`src/rtl/rob_tid_alloc_pkg.sv`:
```
// Shared tID constants and request types for the read-path front end and the ROB.
// The ROB's expected-tID counter uses the same TID_WIDTH/TID_MAX.
`ifndef AXI_ID_WIDTH
`define AXI_ID_WIDTH 8
`endif
`ifndef AXI_ADDR_WIDTH
`define AXI_ADDR_WIDTH 32
`endif

package rob_tid_alloc_pkg;
  localparam int ID_WIDTH   = `AXI_ID_WIDTH;
  localparam int ADDR_WIDTH = `AXI_ADDR_WIDTH;
  localparam int TID_WIDTH  = 4;
  localparam int TID_MAX    = 2**TID_WIDTH;

  typedef logic [TID_WIDTH-1:0]  tid_t;
  typedef logic [TID_WIDTH:0]    cnt_t;
  typedef logic [ID_WIDTH-1:0]   id_t;
  typedef logic [ADDR_WIDTH-1:0] addr_t;

  typedef struct packed {
    tid_t  tid;
    addr_t addr;
  } rd_req_t;

  function automatic tid_t tid_inc(input tid_t t);
    return t + tid_t'(1);
  endfunction
endpackage

```
`src/rtl/rob_tid_alloc_if.sv`:
```
// AR, downstream request and ROB retire signals of the tID allocator.
// slave = allocator side, master = requester/ROB side.
interface rob_tid_alloc_if;
  import rob_tid_alloc_pkg::*;

  logic  arvalid_i;
  logic  arready_o;
  id_t   arid_i;
  addr_t araddr_i;
  logic  req_valid_o;
  logic  req_ready_i;
  tid_t  req_tid_o;
  addr_t req_addr_o;
  logic  retire_i;
  tid_t  retire_tid_i;
  id_t   retire_rid_o;
  cnt_t  outstanding_o;
  logic  err_o;

  modport slave (
    input  arvalid_i, arid_i, araddr_i, req_ready_i, retire_i, retire_tid_i,
    output arready_o, req_valid_o, req_tid_o, req_addr_o, retire_rid_o,
           outstanding_o, err_o
  );

  modport master (
    output arvalid_i, arid_i, araddr_i, req_ready_i, retire_i, retire_tid_i,
    input  arready_o, req_valid_o, req_tid_o, req_addr_o, retire_rid_o,
           outstanding_o, err_o
  );
endinterface

```
`src/rtl/rob_tid_alloc_rid_table.sv`:
```
// tID-indexed ARID store: one synchronous write port, one asynchronous read port.
// Contents are not reset; an entry is only read after its tID has been allocated.
module rob_tid_alloc_rid_table
  import rob_tid_alloc_pkg::*;
(
  input  logic clk,
  input  logic i_we,
  input  tid_t i_waddr,
  input  id_t  i_wdata,
  input  tid_t i_raddr,
  output id_t  o_rdata
);

  id_t r_mem [TID_MAX];

  always_ff @(posedge clk) begin
    if (i_we) begin
      r_mem[i_waddr] <= i_wdata;
    end
  end

  assign o_rdata = r_mem[i_raddr];

endmodule

```
`src/rtl/rob_tid_alloc.sv`:
```
// Tags AR requests with sequential tIDs, forwards {tID, addr} one cycle later, returns ARID on in-order retire.
// Single output register at full throughput; arready drops when 16 tIDs are outstanding or the output is stalled.
module rob_tid_alloc
  import rob_tid_alloc_pkg::*;
(
  input  logic        clk,
  input  logic        rst_n,
  rob_tid_alloc_if.slave bus
);

  logic    r_rdy_en;
  tid_t    r_alloc_ptr;
  tid_t    r_retire_ptr;
  cnt_t    r_count;
  cnt_t    w_count_nxt;
  rd_req_t r_req;
  logic    r_req_vld;
  logic    r_err;

  logic    w_full;
  logic    w_arready;
  logic    w_ar_hs;
  logic    w_req_hs;
  logic    w_ret_ok;
  logic    w_ret_bad;
  id_t     w_rid;

  // Count is one bit wider than a tID, so its MSB alone means "all 16 in flight".
  assign w_full    = r_count[TID_WIDTH];
  assign w_arready = r_rdy_en && !w_full && (!r_req_vld || bus.req_ready_i);
  assign w_ar_hs   = bus.arvalid_i && w_arready;
  assign w_req_hs  = r_req_vld && bus.req_ready_i;
  assign w_ret_ok  = bus.retire_i && (r_count != '0) && (bus.retire_tid_i == r_retire_ptr);
  assign w_ret_bad = bus.retire_i && !w_ret_ok;

  always_comb begin
    w_count_nxt = r_count;
    case ({w_ar_hs, w_ret_ok})
      2'b10:   w_count_nxt = r_count + cnt_t'(1);
      2'b01:   w_count_nxt = r_count - cnt_t'(1);
      default: w_count_nxt = r_count;
    endcase
  end

  always_ff @(posedge clk or negedge rst_n) begin
    if (!rst_n) begin
      r_rdy_en     <= 1'b0;
      r_alloc_ptr  <= '0;
      r_retire_ptr <= '0;
      r_count      <= '0;
      r_req        <= '0;
      r_req_vld    <= 1'b0;
      r_err        <= 1'b0;
    end else begin
      r_rdy_en <= 1'b1;
      r_count  <= w_count_nxt;
      if (w_ar_hs) begin
        r_alloc_ptr <= tid_inc(r_alloc_ptr);
      end
      if (w_ret_ok) begin
        r_retire_ptr <= tid_inc(r_retire_ptr);
      end
      if (w_ret_bad) begin
        r_err <= 1'b1;
      end
      // A new accept overwrites the output register; it is only possible when it is empty or draining.
      if (w_ar_hs) begin
        r_req.tid  <= r_alloc_ptr;
        r_req.addr <= bus.araddr_i;
        r_req_vld  <= 1'b1;
      end else if (w_req_hs) begin
        r_req_vld  <= 1'b0;
      end
    end
  end

  rob_tid_alloc_rid_table u_rid_table (
    .clk     (clk),
    .i_we    (w_ar_hs),
    .i_waddr (r_alloc_ptr),
    .i_wdata (bus.arid_i),
    .i_raddr (bus.retire_tid_i),
    .o_rdata (w_rid)
  );

  assign bus.arready_o     = w_arready;
  assign bus.req_valid_o   = r_req_vld;
  assign bus.req_tid_o     = r_req.tid;
  assign bus.req_addr_o    = r_req.addr;
  assign bus.retire_rid_o  = w_rid;
  assign bus.outstanding_o = r_count;
  assign bus.err_o         = r_err;

endmodule
```
`src/flat_wrapper.sv`:
```
// flat-port wrapper written by rule: the top's interface ports become plain ports
module rob_tid_alloc_flat import rob_tid_alloc_pkg::*;
  (clk, rst_n, bus_arvalid_i, bus_arid_i, bus_araddr_i, bus_req_ready_i, bus_retire_i, bus_retire_tid_i, bus_arready_o, bus_req_valid_o, bus_req_tid_o, bus_req_addr_o, bus_retire_rid_o, bus_outstanding_o, bus_err_o);
  rob_tid_alloc_if bus_i ();
  input  logic clk;
  input  logic rst_n;
  input wire logic [$bits(bus_i.arvalid_i)-1:0] bus_arvalid_i;
  input wire logic [$bits(bus_i.arid_i)-1:0] bus_arid_i;
  input wire logic [$bits(bus_i.araddr_i)-1:0] bus_araddr_i;
  input wire logic [$bits(bus_i.req_ready_i)-1:0] bus_req_ready_i;
  input wire logic [$bits(bus_i.retire_i)-1:0] bus_retire_i;
  input wire logic [$bits(bus_i.retire_tid_i)-1:0] bus_retire_tid_i;
  output wire logic [$bits(bus_i.arready_o)-1:0] bus_arready_o;
  output wire logic [$bits(bus_i.req_valid_o)-1:0] bus_req_valid_o;
  output wire logic [$bits(bus_i.req_tid_o)-1:0] bus_req_tid_o;
  output wire logic [$bits(bus_i.req_addr_o)-1:0] bus_req_addr_o;
  output wire logic [$bits(bus_i.retire_rid_o)-1:0] bus_retire_rid_o;
  output wire logic [$bits(bus_i.outstanding_o)-1:0] bus_outstanding_o;
  output wire logic [$bits(bus_i.err_o)-1:0] bus_err_o;
  assign bus_i.arvalid_i = bus_arvalid_i;
  assign bus_i.arid_i = bus_arid_i;
  assign bus_i.araddr_i = bus_araddr_i;
  assign bus_i.req_ready_i = bus_req_ready_i;
  assign bus_i.retire_i = bus_retire_i;
  assign bus_i.retire_tid_i = bus_retire_tid_i;
  assign bus_arready_o = bus_i.arready_o;
  assign bus_req_valid_o = bus_i.req_valid_o;
  assign bus_req_tid_o = bus_i.req_tid_o;
  assign bus_req_addr_o = bus_i.req_addr_o;
  assign bus_retire_rid_o = bus_i.retire_rid_o;
  assign bus_outstanding_o = bus_i.outstanding_o;
  assign bus_err_o = bus_i.err_o;
  rob_tid_alloc u_core (.clk(clk), .rst_n(rst_n), .bus(bus_i));
endmodule
```
`config.mk`:
```
export PLATFORM = sky130hd
export DESIGN_NAME = rob_tid_alloc_flat
export DESIGN_NICKNAME = d
export VERILOG_FILES = /design/src/rtl/rob_tid_alloc_pkg.sv /design/src/rtl/rob_tid_alloc_if.sv /design/src/rtl/rob_tid_alloc_rid_table.sv /design/src/rtl/rob_tid_alloc.sv /design/src/flat_wrapper.sv
export SDC_FILE = /design/constraint.sdc
export NUM_CORES = 1
export LEC_CHECK = 0
export CAP_MARGIN = 25
export CORE_ASPECT_RATIO = 1.2
export CORE_MARGIN = 4
export CORE_UTILIZATION = 45
export CTS_CLUSTER_SIZE = 10
export DETAILED_ROUTE_END_ITERATION = 8
export DONT_BUFFER_PORTS = 1
export PLACE_DENSITY_LB_ADDON = 0.1
export SLEW_MARGIN = 20
export SYNTH_ARGS = -nofsm -noshare
export SYNTH_HDL_FRONTEND = slang
export SYNTH_HIERARCHICAL = 1
export SYNTH_SLANG_ARGS = --single-unit
export TNS_END_PERCENT = 1
```
`constraint.sdc`:
```
create_clock -name clk -period 2.65 [get_ports clk]
set_input_delay 0.3975 -clock clk [delete_from_list [all_inputs] [get_ports clk]]
set_output_delay 0.3975 -clock clk [all_outputs]
set_load 0.005 [all_outputs]
```
Word-level counts from Yosys, hierarchy flattened

Memory sizes are Yosys's and may differ from the RTL's.
Index checks and enable logic that the tools add are counted.

Output and inout port bits: 52
Word-level logic and storage cells: 35
Register bits: 52
Memory bits (writable): 128
Memories: 1
Input bits: 49

Reductions and logical operators: 14
Muxes and demuxes: 5
$add $sub $neg: 4
Equal/unequal tests: 3

Memories:

| name                     | words | bits a word | rd ports | clocked after memory_dff | wr ports | RTL line                      | RTL |
|---|---|---|---|---|---|---|---|
| u_core.u_rid_table.r_mem | 16    | 8           | 1        | 0                        | 1        | rob_tid_alloc_rid_table.sv:14 | `id_t r_mem [TID_MAX];` |

Operators with widths:

| kind                                                 | number |
|---|---|
| one-hot mux 5 bit (2 select lines)                   | 1 |
| adder 4 x 1 -> 4 bit (second input constant)         | 2 |
| logical AND 1 bit                                    | 7 |
| adder 5 x 1 -> 5 bit (second input constant)         | 1 |
| nonzero test 5 bit                                   | 1 |
| subtractor 5 x 1 -> 5 bit (second input constant)    | 1 |
| equality test 4 bit                                  | 1 |
| 2-to-1 mux 1 bit                                     | 4 |
| nonzero test 2 bit                                   | 2 |
| zero test 1 bit                                      | 3 |
| equality test 2 x 1 -> 1 bit (second input constant) | 1 |
| equality test 2 bit (second input constant)          | 1 |
| logical OR 1 bit                                     | 1 |

Logic depth before layout (Yosys ltp)

Gate-level depths: netlist of the first run.

Word-level depth: 6
Depth in mapped cells: 12
Gate-level depth less buffers: 11

By module

Netlist of the first run, hierarchy kept.

Modules (own cells, without submodules):

| module                  | sequential area each (sq um) | cells an instance | area an instance (sq um) | instances |
|---|---|---|---|---|
| rob_tid_alloc_rid_table | 3843.7                       | 221               | 4987.3                   | 1 |
| rob_tid_alloc           | 1301.2                       | 230               | 2175.8                   | 1 |

Worst setup path before layout of the first run

No wires, ideal clock.

Path type: reg-to-reg
Start: reg u_core.r_req_vld, in the netlist u_core/bus.req_valid_o
End: mem u_core/u_rid_table/r_mem[0][0] (netlist bit), enable pin
Stages on the path, launching flop included: 8
Library setup time: 383 ps
Path slack: -205 ps
Period minus slack after synthesis: 2855 ps
Buffers on the path: 1
Arrival: 2472 ps
Data required time: 2267 ps
Path through: dfrtp_1 nor2b_1 nor3b_1 nand2_1 inv_1 clkbuf_1 or3b_2 nor3_1

Longest elaborated chain between the ends: 6

Ends and longest elaborated chain:

| item                                   | RTL line                      | RTL |
|---|---|---|
| start, declared                        | rob_tid_alloc.sv:17           | `logic r_req_vld;` |
| start signal, assigned                 | rob_tid_alloc.sv:52           | `r_req_vld <= 1'b0;` |
| start signal, assigned                 | rob_tid_alloc.sv:70           | `r_req_vld <= 1'b1;` |
| start signal, assigned                 | rob_tid_alloc.sv:72           | `r_req_vld <= 1'b0;` |
| zero test 1 bit                        | rob_tid_alloc.sv:30           | `assign w_arready = r_rdy_en && !w_full && (!r_req_vld \|\| bus.req_ready_i);` |
| logical OR 1 bit                       | rob_tid_alloc.sv:30           |  |
| logical AND 1 bit                      | rob_tid_alloc.sv:30           |  |
| named net bus_arready_o                | flat_wrapper.sv:13            | `output wire logic [$bits(bus_i.arready_o)-1:0] bus_arready_o;` |
| logical AND 1 bit                      | rob_tid_alloc.sv:31           | `assign w_ar_hs = bus.arvalid_i && w_arready;` |
| named net u_core.w_ar_hs               | rob_tid_alloc.sv:22           | `logic w_ar_hs;` |
| 2-to-1 mux 1 bit                       | rob_tid_alloc_rid_table.sv:17 | `if (i_we) begin` |
| 2-to-1 mux 1 bit (not written as such) | rob_tid_alloc_rid_table.sv:18 | `r_mem[i_waddr] <= i_wdata;` |
| end, declared                          | rob_tid_alloc_rid_table.sv:14 |  |

The timed path passes the listed nets, and every way through them passes these cells.

Worst setup path in the final report of the first run

Start: reg u_core.r_count[3], in the netlist u_core/bus.outstanding_o[3]
End: reg u_core.r_count[4], in the netlist u_core/bus.outstanding_o[4]

Longest elaborated chain between the ends: 5
Elaborated cells between the ends (all ways): 9
Those cells by class: add/sub: 2; eq/ne: 2; mux: 1; reduce/logical: 4

Ends and longest elaborated chain:

| item                                                                     | RTL line            | RTL |
|---|---|---|
| start, declared                                                          | rob_tid_alloc.sv:14 | `cnt_t r_count;` |
| start signal, assigned                                                   | rob_tid_alloc.sv:56 | `r_count <= w_count_nxt;` |
| nonzero test 5 bit (*)                                                   | rob_tid_alloc.sv:33 | `assign w_ret_ok = bus.retire_i && (r_count != '0) && (bus.retire_tid_i == r_retire_ptr);` |
| logical AND 1 bit (*) (2 in series)                                      | rob_tid_alloc.sv:33 |  |
| named net u_core.w_ret_ok                                                | rob_tid_alloc.sv:24 | `logic w_ret_ok;` |
| equality test 2 x 1 -> 1 bit or equality test 2 bit (tied branches)      | rob_tid_alloc.sv:38 | `case ({w_ar_hs, w_ret_ok})` |
| one-hot mux 5 bit (2 select lines) or nonzero test 2 bit (tied branches) | --                  |  |

The timed path passes the listed nets; every way through them passes the cells marked *.
A chain may end at the register's enable or synchronous reset.

==> results of run 1 <==
-- per-layer routing --
metal	GRT usage [%]	part of all wire, %	up-vias
li1	-	-	1742
met1	21.7	40	1901
met2	29.0	53	121
met3	5.31	6.5	7
met4	4.49	0.70	0
met5	0	0	-
-- state kept, by name, summed over array words and instances, names as in the netlist --
| signal | cells |
|---|---|
| u_core/bus.err_o | 1 |
| u_core/r_rdy_en | 1 |
| u_core/bus.req_valid_o | 1 |
| u_core/r_alloc_ptr | 4 |
| u_core/bus.req_tid_o | 4 |
| u_core/r_retire_ptr | 4 |
| u_core/bus.outstanding_o | 5 |
| u_core/bus.req_addr_o | 32 |
| u_core/u_rid_table/r_mem | 128 |
-- cell usage after synthesis, types with 2 or more instances --
master	number	area share [%]
nor2_1	14	0.73
mux4_2	18	5.7
xor2_1	5	0.61
o21a_1	2	0.21
nand3b_1	2	0.21
a22oi_1	16	1.7
buf_2	4	0.28
nand2_1	127	6.7
xnor2_1	6	0.73
nor3_1	6	0.42
inv_1	7	0.37
o21ai_0	4	0.28
buf_6	3	0.47
dfrtp_1	52	18
ha_1	6	1.0
clkdlybuf4s25_2	3	0.42
clkbuf_1	8	0.42
mux4_1	14	5.1
nand4_1	2	0.17
nand2b_1	4	0.35
edfxtp_1	128	54
nor2b_1	5	0.44
-- per-stage QoR --
| stage | setup slack, ps | setup TNS, ps |
|---|---|---|
| after floorplan | -121 | -121 |
| after global placement | -11.7 | -11.7 |
| after detailed placement | -38.6 | -38.6 |
| after CTS | 6.87 | 0 |
| after global routing | -1.71 | -1.71 |
| final | 124 | 0 |
-- power breakdown --
| group | switching [mW] | internal, mW |
|---|---|---|
| Sequential | 0.363 | 3.44 |
| Combinational | 0.561 | 0.479 |
| Clock | 0.999 | 1.49 |
-- kinds of logic after synthesis --
logic type | Yosys count | synth area share, %
adder cells (fa/ha/maj) | 7 | 1.33
other | 1 | 0.0524
buffers and inverters | 26 | 2.06
AO/OA/AOI/OAI | 27 | 2.72
flip-flops | 180 | 71.8
AND/OR/NAND/NOR | 167 | 9.87
XOR/XNOR | 11 | 1.34
multiplexers | 32 | 10.8
-- critical path, cell delays in order, from the launching register on --
cell	delay, ps
dfrtp_1	380
or4_4	540
nor2_4	140
nor4_4	60
ha_2	220
ha_1	290
nor2b_1	130
o21a_1	170
o21a_1	180
nor3_2	170
xor2_1	160
-- timing repair --
action,in CTS,in global routing
pin swaps,0,3
setup buffers,0,1
endpoints found under the setup margin,1,1
hold buffers,2,0
hold endpoints to repair,52,0
gates resized for setup,1,5
-- worst max-delay path by stage --
stage | endpoint | slack [ps] | cells past startpoint
after global routing | u_core/u_rid_table/r_mem[12][6] | -2 | 8
after floorplan | u_core/bus.outstanding_o[4] | -120 | 10
after global placement | u_core/bus.outstanding_o[4] | -10 | 10
final | u_core/bus.outstanding_o[4] | 120 | 10
after detailed placement | u_core/bus.outstanding_o[4] | -40 | 10
after CTS | u_core/bus.outstanding_o[4] | 7 | 11
-- area by class of cell --
class,instances,area (µm²),share of cell area (%)
inverters,7,26.3,0.318
well taps,208,260,3.15
repair buffers,42,338,4.08
multi-input cells,245,1900,23.0
clock buffers,28,573,6.93
clock inverters,4,30.0,0.363
flip-flops and latches,180,5140,62.2
==> impl_metrics.yaml, run 1 <==
status:
  outcome: "finished, final reports clean"
finish:
  syn_to_final_growth_pct: 15.5
  fill_cells: 1310
  final_nets: 549
  final_cell_mix: "edfxtp_1, nand2_1, dfrtp_1, buf_4, clkbuf_16"
  final_common_cell: "edfxtp_1"
  diodes: 0
  final_cell_count_no_fill: 714
  postLayoutCoreUtil_pct: 52.9
  fin_area_um2: 8270
  drive_above_1_share_pct: 19.0
route:
  drt-pass1-iter-count: 4
  post_drt_wl_per_cell_um: 20.5
  ant_nets: 0
  vias: 3771
  wl_mm: 14.6
  via_per_inst: 5.28
  drtIter0Drc: 246
  post-route-drc-count: 0
logic_synthesis:
  synth_nets: 507
  synth_ff_type: "edfxtp_1"
  ys_warn_count: 6
  synth_edf_count: 128
  synth_area_um2: 7160
  ys_seq_area_share_pct: 71.8
  synth.distinct_cells: 37
  yosys_register_bits: 180
  syn_avg_cell_area_um2: 15.9
  ys_async_sr_fraction_pct: 28.9
  synthCells: 451
place:
  placed_cells: 679
  gp_congestion: 0.739
  dpl_cell_area_um2: 7600
  io_buffers: 0
  place_hpwl_mm: 9.80
sta:
  fmax_mhz: 396
  skew_ps: 15.6
  final.period_utilization_pct: 95.3
  final_hold_viol_count: 0
  fin_crit_ps: 2530
  maxSlewViolCount: 0
  finalSetupViolations: 0
  whs_ps: 73.2
floorplan:
  ios: 101
  die_w_um: 123
  core_region_area_um2: 15600
  die-area_um2: 18000
  start_util_pct: 45.8
  rows: 50
  die_h_um: 146
clock_network:
  cts_max_path_buffers: 2
  cts_sinks: 180
  insertion_delay_ps: 420
  cts-root-buf: "clkbuf_16"
  cts_tree: "yes"
  numCtsBuffers: 17
  clk_pin_slew_ps: 70
  htree_levels: 4
global_routing:
  grt_max_degree: 53
  overflow: 0
  grt_pass1_wl_mm: 23.0
  grt_pass1_vias: 4105
  track_usage_pct: 17.2
  antenna_found_initial: 0
setup_path:
  r2r-start: "u_core/bus.outstanding_o[3]"
  startpoint: "u_core/bus.outstanding_o[3]"
  r2r_cells: 10
  crit_required_ps: 2990
  cp_max_fo: 4
  critPathLaunchType: "flop"
  cp-end-kind: "flop"
  r2r_end: "u_core/bus.outstanding_o[4]"
  rrSetupSlack_ps: 120
  path_class: "reg -> reg"
  cp_data_arrival_time_ps: 2870
worst_hold_path:
  hold_path_depth: 0
  min_path_type: "in -> reg"
  min_to: "u_core/u_rid_table/r_mem[6][6]"
  hp-start: "bus_arid_i[6]"
power:
  leakagePower_nw: 3.20
  powerDensity_nw_per_um2: 886
  finalPower_mw: 7.33
  peakVddDrop_mv: 0.376
job:
  cap_violations: 0
(Power assumes the default switching activity.)
==> inputs of run 2 (changes only) <==
--- a/config.mk
+++ b/config.mk
@@ -8,7 +8,7 @@
 export CAP_MARGIN = 25
 export CORE_ASPECT_RATIO = 1.2
 export CORE_MARGIN = 4
-export CORE_UTILIZATION = 45
+export CORE_UTILIZATION = 57
 export CTS_CLUSTER_SIZE = 10
 export DETAILED_ROUTE_END_ITERATION = 8
 export DONT_BUFFER_PORTS = 1
==> impl_metrics.yaml, run 2 (same netlist as run 1, synthesis figures left out) <==
status:
  outcome: "finished, final reports clean"
floorplan:
  start_util_pct: 58.6
  die_h_um: 131
  die-area_um2: 14400
  rows: 44
  ios: 101
  core_region_area_um2: 12200
  die_w_um: 110
clock_network:
  numCtsBuffers: 17
  htree_levels: 4
  clk_pin_slew_ps: 70
  cts-root-buf: "clkbuf_16"
  cts_sinks: 180
  cts_tree: "yes"
  cts_max_path_buffers: 2
  insertion_delay_ps: 420
route:
  post-route-drc-count: 0
  wl_mm: 13.9
  vias: 3807
  drt-pass1-iter-count: 4
  ant_nets: 0
  via_per_inst: 5.72
  drtIter0Drc: 186
  post_drt_wl_per_cell_um: 20.9
place:
  io_buffers: 0
  dpl_cell_area_um2: 7540
  place_hpwl_mm: 9.49
  gp_congestion: 0.787
  post-place-ws_ps: -3.65
sta:
  fin_tns_setup_ps: 0
  whs_ps: 70.3
  skew_ps: 6.18
  fin_crit_ps: 2480
  final.period_utilization_pct: 93.7
  rsz0062_at_grt: "false"
  final_hold_viol_count: 0
  fmax_mhz: 403
  maxSlewViolCount: 0
  worst_slack_ps: 167
  finalSetupViolations: 0
finish:
  final_nets: 547
  syn_to_final_growth_pct: 14.0
  drive_above_1_share_pct: 18.7
  top_register: "u_core/u_rid_table/r_mem"
  diodes: 0
  largest_reg_flops: 128
  final_cell_mix: "edfxtp_1, nand2_1, dfrtp_1, buf_4, mux4_2"
  fin_area_um2: 8170
  final_common_cell: "edfxtp_1"
  fill_cells: 888
setup_path:
  critPathLaunchType: "flop"
  cp_data_arrival_time_ps: 2830
  crit_required_ps: 2990
  cp_top_family: "simple AND/OR/NAND/NOR gates"
  crit_top_cell: "o21a_1"
  slowest_stage: "or4_1"
  cp_max_fo: 3
  cp_slowest_stage_delay_ps: 530
  path_buf_inv: 0
  cp-end-kind: "flop"
  path_cells: "or4_1, nor2_2, nor4_4, ha_2, ha_1, nor2b_1, o21a_1, o21a_1, nor3_1, xor2_1"
  path_class: "reg -> reg"
power:
  leakagePower_nw: 3.18
  finalPower_mw: 7.21
  powerDensity_nw_per_um2: 883
  peakVddDrop_mv: 0.488
global_routing:
  antenna_found_initial: 0
  track_usage_pct: 21.1
  grt_pass1_vias: 4069
  overflow: 0
  grt_pass1_wl_mm: 21.8
  grt_max_degree: 53
worst_hold_path:
  min_path_type: "in -> reg"
job:
  cap_violations: 0
-- run 2: area by class of cell --
class	instances	area (µm²)	share of cell area, %
repair buffers	40	335	4.11
multi-input cells	245	1890	23.1
flip-flops and latches	180	5140	63.0
clock inverters	10	96.3	1.18
well taps	161	201	2.47
clock buffers	22	474	5.81
inverters	7	26.3	0.322
-- run 2: routing by layer --
| layer | vias up | global-route usage (%) | part of all wire, % |
|---|---|---|---|
| met1 | 1910 | 26.0 | 38 |
| met2 | 127 | 34.9 | 52 |
| met4 | 0 | 9.93 | 2.1 |
| li1 | 1745 | - | - |
| met3 | 25 | 5.85 | 7.0 |
| met5 | - | 0 | 0 |
-- run 2: power by group --
group	internal (mW)	switching [mW]	total, mW
Sequential	3.44	0.353	3.79
Combinational	0.471	0.559	1.03
Clock	1.38	1.01	2.39
Total	5.29	1.92	7.21
-- run 2: timing repair --
item	in CTS	in global routing
buffers inserted	0	1
hold buffers	2	0
resized for setup	0	4
endpoints found under the setup margin	0	2
hold endpoints to repair	52	0
-- run 2: metrics by stage --
| stage | util [%] | cells |
|---|---|---|
| after floorplan | - | 451 |
| after global placement | 61.7 | 630 |
| after detailed placement | 61.7 | 630 |
| after CTS | 66.7 | 664 |
| after global routing | 66.8 | 665 |
| final | 66.8 | 665 |
-- run 2: path summary, 6_finish.rpt --
path                                        startpoint                        endpoint  slack (ps)  depth (start not counted)
min in group asynchronous                        rst_n        u_core/bus.req_addr_o[8]         480                          2
max in group asynchronous                        rst_n          u_core/r_retire_ptr[1]        1950                          2
setup reg to reg           u_core/bus.outstanding_o[3]     u_core/bus.outstanding_o[4]         170                         10
hold reg to reg                 u_core/r_retire_ptr[3]          u_core/r_retire_ptr[3]         480                          1
setup / recovery           u_core/bus.outstanding_o[3]     u_core/bus.outstanding_o[4]         170                         10
hold / removal                           bus_arid_i[6]  u_core/u_rid_table/r_mem[6][6]          70                          0
==> inputs of run 3 (changes only) <==
--- a/config.mk
+++ b/config.mk
@@ -12,6 +12,7 @@
 export CTS_CLUSTER_SIZE = 10
 export DETAILED_ROUTE_END_ITERATION = 8
 export DONT_BUFFER_PORTS = 1
+export GPL_TIMING_DRIVEN = 0
 export PLACE_DENSITY_LB_ADDON = 0.1
 export SLEW_MARGIN = 20
 export SYNTH_ARGS = -nofsm -noshare
==> impl_metrics.yaml, run 3 (same netlist as run 1, synthesis figures left out) <==
setup_path:
  path_buf_inv: 1
  r2r_cells: 11
  cp_top_family: "compound AO/OA/AOI/OAI gates"
  path_class: "reg -> reg"
  cp-end-kind: "flop"
  crit_required_ps: 3000
  cp_slowest_stage_delay_ps: 420
  worst-path-stages: 11
  path_cells: "nor2b_1, a2111o_1, nor4_4, ha_4, buf_6, ha_4, nor2b_4, o21a_1, o21a_1, nor3_2, xor2_1"
  cp_max_fo: 5
  cp_data_arrival_time_ps: 2980
  rrSetupSlack_ps: 20
  critPathLaunchType: "flop"
  r2r_end: "u_core/bus.outstanding_o[4]"
  slowest_stage: "a2111o_1"
  r2r-start: "u_core/r_retire_ptr[1]"
  startpoint: "u_core/r_retire_ptr[1]"
  endpoint: "u_core/bus.outstanding_o[4]"
floorplan:
  die-area_um2: 14400
  ios: 101
  core_region_area_um2: 12200
  rows: 44
  die_h_um: 131
  start_util_pct: 58.6
  die_w_um: 110
finish:
  fill_cells: 892
  final_cell_mix: "edfxtp_1, nand2_1, dfrtp_1, clkbuf_16, mux4_2"
  ff_latch_area_um2: 5150
  drive_above_1_share_pct: 19.6
  final_common_cell: "edfxtp_1"
  top_register: "u_core/u_rid_table/r_mem"
  largest_reg_flops: 128
  fin_area_um2: 8210
  final_nets: 537
  diodes: 0
  syn_to_final_growth_pct: 14.6
  multi_input_area_um2: 2000
  final_cell_count_no_fill: 655
  postLayoutCoreUtil_pct: 67.2
sta:
  fin_tns_setup_ps: 0
  rsz0062_at_grt: "true"
  worst_slack_ps: 17.1
  fin_crit_ps: 2630
  maxSlewViolCount: 0
  worst_slew_pin_slew_ps: 816
  slew_headroom_pct: 45.4
  final_hold_viol_count: 0
  fmax_mhz: 380
  final.period_utilization_pct: 99.4
  finalSetupViolations: 0
  whs_ps: 71.4
  skew_ps: 11.4
clock_network:
  htree_levels: 4
  cts_max_path_buffers: 2
  numCtsBuffers: 17
  clk_pin_slew_ps: 70
  insertion_delay_ps: 420
  cts-root-buf: "clkbuf_16"
  cts_tree: "yes"
  cts_sinks: 180
route:
  wl_mm: 14.2
  post_drt_wl_per_cell_um: 21.7
  drt-pass1-iter-count: 4
  drtIter0Drc: 188
  vias: 3810
  ant_nets: 0
  post-route-drc-count: 0
  via_per_inst: 5.82
global_routing:
  grt_pass1_wl_mm: 21.9
  grt_pass1_vias: 4008
  overflow: 0
  antenna_found_initial: 0
  grt_max_degree: 53
  track_usage_pct: 21.3
status:
  outcome: "finished, final reports clean"
place:
  dpl_cell_area_um2: 7380
  io_buffers: 0
  place_hpwl_mm: 9.48
  placed_cells: 612
  gp_congestion: 0.754
  post-place-ws_ps: -549
job:
  cap_violations: 0
power:
  powerDensity_nw_per_um2: 898
  finalPower_mw: 7.37
  peakVddDrop_mv: 0.501
  leakagePower_nw: 3.11
worst_hold_path:
  min_path_type: "in -> reg"
run 3: cell types whose count changed in the layout (fill, tap and decap cells not counted), moves of 4 or more:
cell,previous run,this run
clkbuf_1,2,6
nor3_1,5,1
buf_6,0,4
nor2_4,0,4
inv_6,1,9
buf_2,0,4
nor2_1,13,9
buf_4,37,10
run 3: timing repair:
| action | 4_1_cts | 5_1_grt |
|---|---|---|
| buffers inserted | 1 | 9 |
| setup endpoints to repair | 131 | 49 |
| resized for setup | 18 | 13 |
| hold buffers | 2 | 0 |
| pin swaps | 3 | 7 |
| endpoints found under the hold margin | 52 | 0 |
run 3: routing by layer:
metal | global-route usage (%) | share of wire, % | up-vias
met1 | 27.7 | 40 | 1936
met5 | 0 | 0 | -
met4 | 8.12 | 1.7 | 0
li1 | - | - | 1719
met2 | 33.9 | 51 | 140
met3 | 6.63 | 7.6 | 15
run 3: layout make-up:
cell class | count | area share, %
clock inverter | 12 | 1.17
tap | 161 | 2.45
buffer | 18 | 1.48
sequential | 180 | 62.7
timing repair buffer | 12 | 1.42
multi-input combinational | 245 | 24.3
clock buffer | 20 | 6.10
inverter | 7 | 0.366
run 3: worst min path at each step:
| stage | start | end | depth (start not counted) |
|---|---|---|---|
| CTS | bus_arid_i[6] | u_core/u_rid_table/r_mem[0][6] | 0 |
| floorplan | rst_n | u_core/bus.err_o | 0 |
| global route | bus_arid_i[0] | u_core/u_rid_table/r_mem[12][0] | 0 |
| detailed placement | rst_n | u_core/bus.req_addr_o[31] | 0 |
| global placement | rst_n | u_core/bus.req_addr_o[20] | 0 |
| finish | bus_arid_i[4] | u_core/u_rid_table/r_mem[2][4] | 0 |
run 3: power by group:
part	internal (mW)	switching (mW)	total (mW)
combinational	0.465	0.561	1.03
sequential	3.44	0.424	3.87
clock	1.40	1.08	2.48
total	5.31	2.07	7.37
